### src/rtl/wb_stage.sv
// -----------------------------------------------------------------------------
// wb_stage -- single-entry write-back / commit stage.
//
// Purpose:
//   Accepts one instruction per cycle from MEM. The final register result is
//   formed at accept time: the ALU result, or a value extracted from the
//   aligned load word. The stage holds that result until the next cycle and
//   then commits it. A commit writes the GPR file, pulses o_retire, and bumps
//   the 64-bit retire counter. A misaligned load pulses o_ld_misalign
//   instead. i_dbg_halt freezes commit and back-pressures MEM.
//
// Ports:
//   clk, rst_n          clock, synchronous active-low reset
//   i_mem_vld/o_mem_rdy valid/ready handshake with MEM
//   i_mem_rd_we/addr    destination register write enable / index
//   i_mem_is_load       result comes from load data rather than ALU
//   i_mem_ld_funct3     load type (LB/LH/LW/LBU/LHU)
//   i_mem_addr_lo       load byte address bits [1:0]
//   i_mem_alu_res       ALU/CSR result
//   i_mem_ld_word       raw aligned word from data memory
//   i_dbg_halt          debug halt, freezes commit
//   o_wb_wr_*           GPR write port
//   o_retire            one-cycle pulse per committed instruction
//   o_ld_misalign       one-cycle pulse when a misaligned load commits
//   o_retire_cnt        retired-instruction count (wraps)
// -----------------------------------------------------------------------------
module wb_stage #(
  parameter int XLEN   = 32,
  parameter int REG_AW = 5
) (
  input  logic              clk,
  input  logic              rst_n,
  input  logic              i_mem_vld,
  output logic              o_mem_rdy,
  input  logic              i_mem_rd_we,
  input  logic [REG_AW-1:0] i_mem_rd_addr,
  input  logic              i_mem_is_load,
  input  logic [2:0]        i_mem_ld_funct3,
  input  logic [1:0]        i_mem_addr_lo,
  input  logic [XLEN-1:0]   i_mem_alu_res,
  input  logic [XLEN-1:0]   i_mem_ld_word,
  input  logic              i_dbg_halt,
  output logic              o_wb_wr_en,
  output logic [REG_AW-1:0] o_wb_wr_addr,
  output logic [XLEN-1:0]   o_wb_wr_data,
  output logic              o_retire,
  output logic              o_ld_misalign,
  output logic [63:0]       o_retire_cnt
);

  // Held entry
  logic              r_vld_reg;
  logic              rd_we_reg;
  logic [REG_AW-1:0] rd_addr_reg;
  logic              misalign_reg;
  logic [XLEN-1:0]   data_reg;
  logic [63:0]       retire_cnt_reg;

  // Values latched on accept
  logic              misalign_next;
  logic [XLEN-1:0]   data_next;

  logic              commit;
  logic              accept;

  // Load extraction helpers
  logic [7:0]        ld_bytes [4];
  logic [7:0]        byte_sel;
  logic [15:0]       half_sel;
  logic              ld_signed;
  logic [XLEN-1:0]   ld_data;
  logic              ld_misalign;

  // Holding rst_n low suppresses commit, so a pending entry is dropped
  // without a GPR write while MEM still sees ready.
  assign commit    = r_vld_reg && !i_dbg_halt && rst_n;
  assign o_mem_rdy = !rst_n || !r_vld_reg || commit;
  assign accept    = i_mem_vld && o_mem_rdy;

  genvar gi;
  generate
    for (gi = 0; gi < 4; gi++) begin : g_ld_byte
      assign ld_bytes[gi] = i_mem_ld_word[8*gi +: 8];
    end
  endgenerate

  always_comb begin
    byte_sel    = ld_bytes[i_mem_addr_lo];
    // Halfword lane picks on addr bit 1 only; odd addresses are flagged
    // misaligned, so the data is never written in that case.
    half_sel    = i_mem_addr_lo[1] ? i_mem_ld_word[31:16] : i_mem_ld_word[15:0];
    ld_signed   = !i_mem_ld_funct3[2];
    ld_data     = '0;
    ld_misalign = 1'b0;
    case (i_mem_ld_funct3)
      3'b000, 3'b100: begin
        ld_data     = {{(XLEN-8){ld_signed & byte_sel[7]}}, byte_sel};
        ld_misalign = 1'b0;
      end
      3'b001, 3'b101: begin
        ld_data     = {{(XLEN-16){ld_signed & half_sel[15]}}, half_sel};
        ld_misalign = i_mem_addr_lo[0];
      end
      3'b010: begin
        ld_data     = i_mem_ld_word;
        ld_misalign = (i_mem_addr_lo != 2'b00);
      end
      default: begin
        // Reserved load encodings are reported as misaligned loads.
        ld_data     = '0;
        ld_misalign = 1'b1;
      end
    endcase
    data_next     = i_mem_is_load ? ld_data : i_mem_alu_res;
    misalign_next = i_mem_is_load && ld_misalign;
  end

  always_ff @(posedge clk) begin
    if (!rst_n) begin
      r_vld_reg      <= 1'b0;
      rd_we_reg      <= 1'b0;
      rd_addr_reg    <= '0;
      misalign_reg   <= 1'b0;
      data_reg       <= '0;
      retire_cnt_reg <= '0;
    end else begin
      if (accept) begin
        r_vld_reg    <= 1'b1;
        rd_we_reg    <= i_mem_rd_we;
        rd_addr_reg  <= i_mem_rd_addr;
        misalign_reg <= misalign_next;
        data_reg     <= data_next;
      end else if (commit) begin
        r_vld_reg    <= 1'b0;
      end
      if (o_retire) begin
        retire_cnt_reg <= retire_cnt_reg + 64'd1;
      end
    end
  end

  assign o_wb_wr_en    = commit && rd_we_reg && (rd_addr_reg != '0) && !misalign_reg;
  assign o_wb_wr_addr  = rd_addr_reg;
  assign o_wb_wr_data  = data_reg;
  assign o_retire      = commit && !misalign_reg;
  assign o_ld_misalign = commit && misalign_reg;
  assign o_retire_cnt  = retire_cnt_reg;

endmodule

### config.mk
export PLATFORM = sky130hd
export DESIGN_NAME = wb_stage
export DESIGN_NICKNAME = d
export VERILOG_FILES = /design/src/rtl/wb_stage.sv
export SDC_FILE = /design/constraint.sdc
export NUM_CORES = 1
export LEC_CHECK = 0
export CAP_MARGIN = 5
export CORE_MARGIN = 3
export CORE_UTILIZATION = 31
export CTS_CLUSTER_DIAMETER = 80
export CTS_CLUSTER_SIZE = 28
export DETAILED_ROUTE_END_ITERATION = 6
export GPL_ROUTABILITY_DRIVEN = 1
export HOLD_SLACK_MARGIN = 0.02
export PLACE_DENSITY = 0.64
export SYNTH_ARGS = -nofsm -noshare
export SYNTH_HDL_FRONTEND = slang
export SYNTH_SLANG_ARGS = --single-unit
### constraint.sdc
create_clock -name clk -period 2.32 [get_ports clk]
set_input_delay 0.58 -clock clk [delete_from_list [all_inputs] [get_ports clk]]
set_output_delay 0.58 -clock clk [all_outputs]
set_load 0.1 [all_outputs]
After elaboration in Yosys (flattened, before gate mapping)
Index checks and enable logic that the tools add are counted.

Output and inout bits: 105. Input bits: 80. Logic and storage cells: 46. Flip-flop bits (word level): 104.

$add $sub $neg: 1. Order comparisons: 1. Bitwise gates (word level): 3. Mux-type cells: 9. Reduce and logical (&&, ||, !) cells: 22. Eq/ne operators: 4.

Operator list (number): 32-bit case mux with 3 select lines (1); 64-bit by 1-bit adder with 64-bit output, second input constant (1); 32-bit 2-to-1 mux (1); 8-bit binary-select mux with 2-bit select (1); 16-bit 2-to-1 mux (1); 8-bit 2-to-1 mux (2); 1-bit logical AND (9); 3-bit equality test, second input constant (2); 1-bit zero test (5); 5-bit nonzero test (1); 2-bit nonzero test (2); 2-bit OR reduction (2); 3-bit by 1-bit equality test with 1-bit output, second input constant (1); 3-bit by 2-bit equality test with 1-bit output, second input constant (1); 3-bit greater-or-equal comparator, second input constant (1); 3-bit zero test (1); 2-bit NOT with 3-bit output (1); 1-bit case mux with 3 select lines (1); 1-bit AND (2); 1-bit logical OR (2); 1-bit 2-to-1 mux (2).

Longest topological paths before layout
Gate-level depths: netlist of the first run.

Word-level depth: 7. Gate-level depth with buffers: 8.

Worst setup path after synthesis of the first run
Ideal clock, no wire load.

Kind: in2out. Start: input rst_n. End: output o_ld_misalign. Stages on the path: 3. Setup slack: -1.161 ns. Data arrival time: 2.901 ns. Cells stage by stage: inv_1 clkbuf_1 nor3_1.

Word-level cells in the longest chain between the ends: 2.

RTL lines: start: declaration (line 32) `input logic rst_n,`; 1-bit logical AND (line 76) `assign commit = r_vld_reg && !i_dbg_halt && rst_n;`; 1-bit logical AND (line 146) `assign o_ld_misalign = commit && misalign_reg;`; end: declaration (line 47) `output logic o_ld_misalign,`.

No other way between the ends.

Worst setup path after layout of the first run
Start: register rd_addr_reg[4] (netlist: o_wb_wr_addr[4]). End: output o_wb_wr_en.

Word-level cells in the longest chain between the ends: 3.

RTL lines: start: declaration (line 54) `logic [REG_AW-1:0] rd_addr_reg;`; start signal: assignment (line 130) `rd_addr_reg <= i_mem_rd_addr;`; 5-bit nonzero test (line 142) `assign o_wb_wr_en = commit && rd_we_reg && (rd_addr_reg != '0) && !misalign_reg;`; 1-bit logical AND (2 in a row) (line 142); end: declaration (line 43) `output logic o_wb_wr_en,`.

No other way between the ends.

==> impl_summary.md, run 1 <==
Setup path
The endpoint identified for the worst register-to-register timing path is o_retire_cnt[38]. The element type at the critical path end is a primary output. The number of buffers and inverters on the critical path is 1. The highest-delay cell along the critical path is sky130_fd_sc_hd__or4_4. At the worst endpoint, the required time is around 1.7 ns. The critical path class is flip-flop to primary output. The endpoint of the most critical setup path is o_wb_wr_en. The cell depth of the worst flop-to-flop path is 7. STA classifies the critical path startpoint as a flip-flop. The maximum fanout count along the critical path is 3. The signal on the critical path passes through or4_4, o21ai_2, nor2_4, buf_12. Counting buffers and inverters, the worst setup path is 4 cells deep.

For the worst setup path, the data arrival time is 1.67 ns. The biggest cell delay along the critical path is 0.57 ns. The startpoint of the worst setup timing path is o_wb_wr_addr[4]. The startpoint identified for the worst register-to-register timing path is o_retire_cnt[5].

The kind of cell with the highest combined delay along the critical path is simple AND/OR/NAND/NOR gates. The setup slack of the worst register-to-register path is around 0.15 ns.

Clock tree
The level count of the clock H-tree is 3. The longest clock path from root to sink contains 2 buffers. Clock tree synthesis found a total of between 100 and 150 sinks. The clock input transition at the sequential cells of the worst setup and hold paths is 0.07 ns. The clock reaches the later pin of the worst-skew pair after 0.35 ns. The cell chosen for the clock root is sky130_fd_sc_hd__clkbuf_16.

The number of CTS-inserted buffers is 9. The clock tree from TritonCTS is yes. In this run, post-CTS hold repair placed 0 buffers.

Global route
Global routing consumed, over all layers together, 19.27% of the routing resources. The wire length of the first global-routing pass is 28430 um. The total congestion overflow is 0.

The largest net degree at the start of global routing is 74. The number of global-route vias before repair was ~5200. The initial antenna violation count is 0.

Final layout
The fraction of final layout cells sized beyond drive strength 1 is 31.24%. The area growth from synthesis to layout is 52.73%. The layout has between 1500 and 2000 filler cells. In the layout the commonest cells are 154 x sky130_fd_sc_hd__buf_4, 88 x sky130_fd_sc_hd__a21oi_1, 77 x sky130_fd_sc_hd__clkdlybuf4s50_1. The final layout contains 937 nets. The finished layout holds 1077 standard cells, fillers aside.

The flip-flop count of the largest register, all copies and words added is 64. The number of antenna diodes in the final layout is 0. The leading cell type in the layout, fill and taps excluded is sky130_fd_sc_hd__buf_4. After routing the design area is 0.008005 mm2.

Logic synthesis
After synthesis, the largest family of logic cells by area is simple AND/OR/NAND/NOR gates. The count of cell types in the netlist is 49. The per-instance average area after synthesis is approximately 8.2 um2. The most used flip-flop cell after synthesis is sky130_fd_sc_hd__dfxtp_1. After technology mapping, the gate count stands at 638. The sequential cell area fraction in the yosys report is 39.72%. Of all flip-flops after synthesis, the portion carrying an async set or reset was 0%.

The net count after synthesis is 719. The largest total area in the synthesized netlist belongs to sky130_fd_sc_hd__dfxtp_1. After Yosys synthesis, XOR and XNOR cells account for 5.013% of the synthesized area. During synthesis, Yosys emitted a total of 0 warnings. The synthesized netlist devotes 22.32% of its cell area to compound gates.

The synthesized-area fraction occupied by adder cells is 0.2387%. The synthesis-stage register bit count is 104. The number of enable-type register cells in the synthesized netlist is 0. In this run the cell area of the synthesized design comes to approximately 0.0052 mm2.

Ranked by total cell area, the synthesized netlist is headed by sky130_fd_sc_hd__dfxtp_1 40%, sky130_fd_sc_hd__a21oi_1 8.4%, sky130_fd_sc_hd__nand2_1 3.7%, sky130_fd_sc_hd__nor2_1 3.4%, sky130_fd_sc_hd__nand3_1 3.0%. Multiplexer cells account for roughly 2.4% of the synthesized area. The simple-gate area share of the yosys netlist is 26.57%. In this run the biggest area consumer among cell types represents between 30% and 40% of the synthesized area.

Floorplanning
In this run the horizontal extent of the chip is ~140 um. 185 I/O pins were placed. The chip height is 136.0 um. The placeable core region is 0.01623 mm2. The floorplan step defined a die boundary enclosing 0.01850 mm2. The starting density of the core is 32.29%. The total number of placement rows is 46.

Power
The clock network fraction of design power is 36.1%. The combinational cell fraction of total power is 21.2%. The power per cell area is 540.7 mW/mm2. The cell internal power dissipation is 0.002990 W. The peak supply drop is 0.3311 mV. The sequential share of power is 42.7%. Of the total power, the share spent switching nets is between 30% and 40%. In this run the power spent charging and discharging nets is 0.001338 W. The leakage power total is approximately 3 nW.

Power comes to 0.004328 W.

Timing
The clock skew is 0.009058 ns. The worst path uses 96.86% of the clock period. The worst path in the final design needs a cycle of 2.247 ns, including I/O delays and setup. The worst path setup slack after routing is around 0.073 ns. Timing would allow up to 445.0 MHz. For the pin with the worst max-slew slack, the measured transition is between 0.7 and 0.8 ns. Measured against its own limit, the worst slew margin works out to 46.77%. The final max-slew violation count is 0. Setup violations remaining at the end of the flow were counted as 0. The number of endpoints with negative hold slack in the final report came to 0.

Place
The estimated wirelength of the detail-placed design is around 14000 um. At the end of routability-driven placement, the weighted congestion stood at 0.8565. The area of placed instances is ~0.0076 mm2.

Buffers placed on the I/O ports in this run total 184. Including well taps, the total number of placed cells is about 1100. The worst setup slack before clock tree synthesis is -0.4914 ns.

Routing
The detail route stage leaves a number of antenna-violating nets equal to 0. The average wire length per cell after detail routing is roughly 17 um. The final route contains about 5700 vias. The violation count after the first detailed-route iteration is 368. The number of search-and-repair iterations in the first detailed-routing pass is 5. The final layout contains routed wiring with a total length of 18190 um. The post-detailed-route DRC marker count is 0. In the routed layout, each cell is associated on average with a via count of 5.251.

Run
The number of max-cap violations is 0.

Hold path
In this run the most critical hold path is launched from o_wb_wr_data[0]. The tightest min-delay check is of the flip-flop to flip-flop type.

Outcome
The flow ran to the end, and the final reports show no timing, DRC or antenna violations.
[synthesized netlist by cell type (all sizes together) (9+ instances only)]
master  instances
nand4          23
dfxtp         104
o31ai          17
xor2           15
nand2          52
o21ai          25
nor3           12
or3            17
nor3b           9
inv            13
clkbuf         30
xnor2          15
a21oi          88
nand3          31
nor4           10
or4            18
o221ai         16
nor2b          18
nor2           48
[repair_timing]
action	4_1_cts	5_1_grt
setup endpoints to repair	28	19
setup buffers	2	0
gates resized for setup	11	5
pin swaps	2	0
[final cells by class]
| type | instances | area [um2] | share of cell area, % |
|---|---|---|---|
| clock buffers | 10 | 229.0 | 2.860 |
| clock inverters | 6 | 68.82 | 0.8596 |
| inverters | 13 | 52.55 | 0.6565 |
| multi-input cells | 483 | 3025 | 37.79 |
| flip-flops and latches | 104 | 2187 | 27.32 |
| well taps | 216 | 270.3 | 3.376 |
| repair buffers | 245 | 2172 | 27.13 |
[layer usage]
layer	track usage (%)	part of all wire (%)
met5	0	0
met4	7.839	2.8
met2	29.58	45
met1	27.08	47
met3	2.850	4.2
[per-stage QoR]
stage / TNS [ns] / util (%) / hold slack, ns
after CTS: 0 / 49.22 / 0.4581
after detailed placement: -27.61 / 47.06 / 0.4478
after global placement: -27.07 / 47.06 / 0.4424
after global routing: -0.01303 / 49.32 / 0.4765
final: 0 / 49.32 / 0.4576
after floorplan: -0.2915 / - / 0.4329
[worst register-to-register path, cell delays in order, from the launching register on]
cell and delay, ns:
sky130_fd_sc_hd__dfxtp_2 0.37, sky130_fd_sc_hd__nand4_1 0.23, sky130_fd_sc_hd__buf_4 0.24, sky130_fd_sc_hd__or4_1 0.56
sky130_fd_sc_hd__nor4_2 0.23, sky130_fd_sc_hd__buf_4 0.16, sky130_fd_sc_hd__a41o_1 0.17, sky130_fd_sc_hd__a21oi_1 0.05
[worst min path at each step]
stage                     cells past startpoint               to
after floorplan                               2        rd_we_reg
after global placement                        2        rd_we_reg
after detailed placement                      2  o_wb_wr_data[2]
after CTS                                     2  o_wb_wr_data[2]
after global routing                          2  o_wb_wr_data[2]
final                                         2  o_wb_wr_data[0]
[power groups by stage]
| stage | sequential (W) | combinational (W) | clock (W) |
|---|---|---|---|
| floorplan | 0.00220 | 0.000228 | 0 |
| global placement | 0.00189 | 0.000901 | 0 |
| detailed placement | 0.00189 | 0.000904 | 0 |
| CTS | 0.00185 | 0.000915 | 0.00162 |
| global route | 0.00185 | 0.000962 | 0.00168 |
| finish | 0.00185 | 0.000917 | 0.00156 |
[cells by family after synthesis]
| kind of cell | Yosys count |
|---|---|
| muxes | 11 |
| DFF | 104 |
| adders and majority gates | 1 |
| and+or+nand+nor | 254 |
| buffers and inverters | 51 |
| AOI/OAI and AO/OA | 187 |
| xor gates and xnor gates | 30 |
No activity file was read; power rests on OpenSTA's default activity.
==> run 2, diff against run 1 <==
- TNS_END_PERCENT: default -> 50
==> impl_summary.md, run 2 (synthesis results as in run 1) <==
Place
The weighted congestion reported at the end of routability-driven placement is 0.8973 (+4.8%). The number of input and output port buffers inserted is 184 (unchanged). The estimated wirelength of the detail-placed design came to 13860 um (+0.80%).

Setup path
Tracing the worst setup path back leads to its startpoint at o_wb_wr_addr[0]. The maximum fanout count along the critical path was 3 (unchanged). The highest-delay cell along the critical path is sky130_fd_sc_hd__or4_4. The required arrival time at the worst endpoint is 1.74 ns (about the same).

The worst register-to-register path begins at o_retire_cnt[3]. By startpoint and endpoint, the worst setup path is classified as flip-flop to primary output. The worst setup path is launched from a flip-flop.

The endpoint arrival time on the critical path is 1.69 ns (+0.02 ns). Walking the worst path, the cells encountered are or4_4, o21ai_4, nor2_4, buf_12. The worst setup path is captured at a primary output. The biggest cell delay along the critical path is 0.59 ns (+0.02 ns).

Run
The number of max-cap violations came to 0 (unchanged).

Global route
The initial antenna violation count came to 0 (unchanged). The all-layer global routing usage was 19.15% (-0.12 points). The total congestion overflow is 0 (unchanged). The wire length of the first global-routing pass came to 27850 um (-2.0%). The largest net degree at the start of global routing was 84 (+14%).

The number of global-route vias before repair is 5032 (-3.6%).

Routing
The final routed wirelength across all metal layers is 18230 um (+0.21%). The average wire length per cell after detail routing is 17.02 um (+0.78%). The count of vias placed by the detailed router was 5721 (+1.2%).

The violation count after the first detailed-route iteration was 326 (-11%). The number of vias per cell after detailed routing is 5.342 (+1.7%). The post-detailed-route DRC marker count is 0 (unchanged).

The antenna violation net count after detailed routing is 0 (unchanged). The number of search-and-repair iterations in the first detailed-routing pass was 5 (unchanged).

Timing
Setup repair after global routing left no endpoint under its margin. The maximum clock frequency was 441.4 MHz (-0.82%). The final max-slew violation count is 0 (unchanged). The number of setup violations in the final report is 0 (unchanged). The worst-case headroom to the max-slew limit is 44.71% (-2.1 points).

The number of endpoints with negative hold slack in the final report was 0 (unchanged). The transition time at the pin with the least slew margin is 0.8224 ns (+0.02390 ns). The clock skew was 0.005741 ns (-0.003317 ns). The minimum hold slack is 0.4595 ns (+0.001844 ns). The ratio of final minimum period to clock period was 97.65% (+0.80 points).

The final critical delay including setup and external delays was 2.266 ns (+0.01847 ns).

Outcome
The flow ran to the end, and the final reports show no timing, DRC or antenna violations.

Clock tree
The clock input transition at the sequential cells of the worst setup and hold paths came to 0.07 ns (about the same). The tree is rooted in a sky130_fd_sc_hd__clkbuf_16. The clock latency of the later-clocked register in the worst-skew pair is 0.35 ns (about the same). The number of CTS-inserted buffers came to 9 (unchanged). The count of hold-fix buffers inserted at cts came to 0 (unchanged). TritonCTS built the clock tree. The level count of the clock H-tree is 3 (unchanged).

The largest buffer count on any clock path is 2 (unchanged). The number of post-CTS setup repair buffers came to 0 (-2). The number of clock sinks was 104 (unchanged).

Power
The peak supply drop is 0.4462 mV (+35%). The leakage power total is 2.923 nW (-0.67%). The power per cell area is 548.6 mW/mm2 (+1.5%). The total power draw is 0.004358 W (+0.69%).

Floorplanning
The number of placed I/O pins was 185 (unchanged). The chip height is 136.0 um (unchanged). The placeable core region is 0.01623 mm2 (unchanged). The starting density of the core came to 32.29% (unchanged). The total die area came to 0.01850 mm2 (unchanged). The overall die width was 136.0 um (unchanged). The total number of placement rows is 46 (unchanged).

Hold path
The worst hold path class is flip-flop to flip-flop. The startpoint of the tightest hold check path is o_wb_wr_data[3].

Final layout
The leading cell type in the layout, fill and taps excluded is sky130_fd_sc_hd__buf_4. The area growth from synthesis to layout is 51.59%. The flip-flop count of the largest register, all copies and words added is 64 (unchanged). The number of nets in the layout was 933 (-0.43%). The number of diodes added for antenna fixing is 0 (unchanged). The fraction of final layout cells sized beyond drive strength 1 is 30.06% (-1.2 points). In the layout the commonest cells are 151 x sky130_fd_sc_hd__buf_4, 88 x sky130_fd_sc_hd__a21oi_1, 77 x sky130_fd_sc_hd__clkdlybuf4s50_1.
==> run 2: repair_timing <==
| item | 4_1_cts | 5_1_grt |
|---|---|---|
| endpoints found under the setup margin | 15 | 13 |
| pin swaps | 3 | 0 |
| resized for setup | 10 | 5 |
==> run 2: report_power, final <==
part | total [W] | leakage [nW] | internal [W] | switching, W
clock | 0.00160 | 0.143 | 0.000937 | 0.000667
combinational | 0.000904 | 1.90 | 0.000320 | 0.000585
sequential | 0.00185 | 0.878 | 0.00182 | 0.0000318
total | 0.00436 | 2.92 | 0.00308 | 0.00128
==> run 2: layout make-up <==
class | count | area [um2]
clock buffers | 12 | 236.5
flip-flops and latches | 104 | 2187
repair buffers | 241 | 2133
fillers | 1597 | 8285
multi-input cells | 483 | 3007
inverters | 13 | 51.30
clock inverters | 2 | 60.06
well taps | 216 | 270.3
==> run 2: routing by layer <==
layer	routed length (um)	up-vias	global-route usage [%]
met5	0	-	0
met4	267	0	5.207
met3	966	16	4.034
met2	8620	166	30.13
met1	8374	2704	26.61
li1	-	2835	-
==> run 2: final timing paths <==
path                                         end  slack, ns  cells after the start
worst max-delay path                  o_wb_wr_en       0.05                      4
worst min register to register   o_wb_wr_data[3]       0.46                      2
worst max register to register  o_retire_cnt[51]       0.23                      7
worst min-delay path             o_wb_wr_data[3]       0.46                      2
==> run 2: worst max-delay path: cells and delay by family (launching register included) <==
| family | cells | cell delay, ns |
|---|---|---|
| flops | 1 | 0.33 |
| buf+inv | 1 | 0.16 |
| compound gates | 1 | 0.20 |
| simple gates | 2 | 0.65 |
==> run 2: metrics by stage <==
| stage | instance area, um2 | setup TNS, ns | util [%] | std cells | setup slack, ns |
|---|---|---|---|---|---|
| 2_1_floorplan | 5364 | -0.4010 | - | 638 | -0.2915 |
| 3_3_place_gp | 7614 | -17.26 | 46.91 | 1058 | -0.3283 |
| 3_5_place_dp | 7614 | -20.22 | 46.91 | 1058 | -0.3983 |
| 4_1_cts | 7921 | 0 | 48.81 | 1071 | 0.006351 |
| 5_1_grt | 7945 | 0 | 48.95 | 1071 | 0.003053 |
| 6_report | 7945 | 0 | 48.95 | 1071 | 0.05447 |
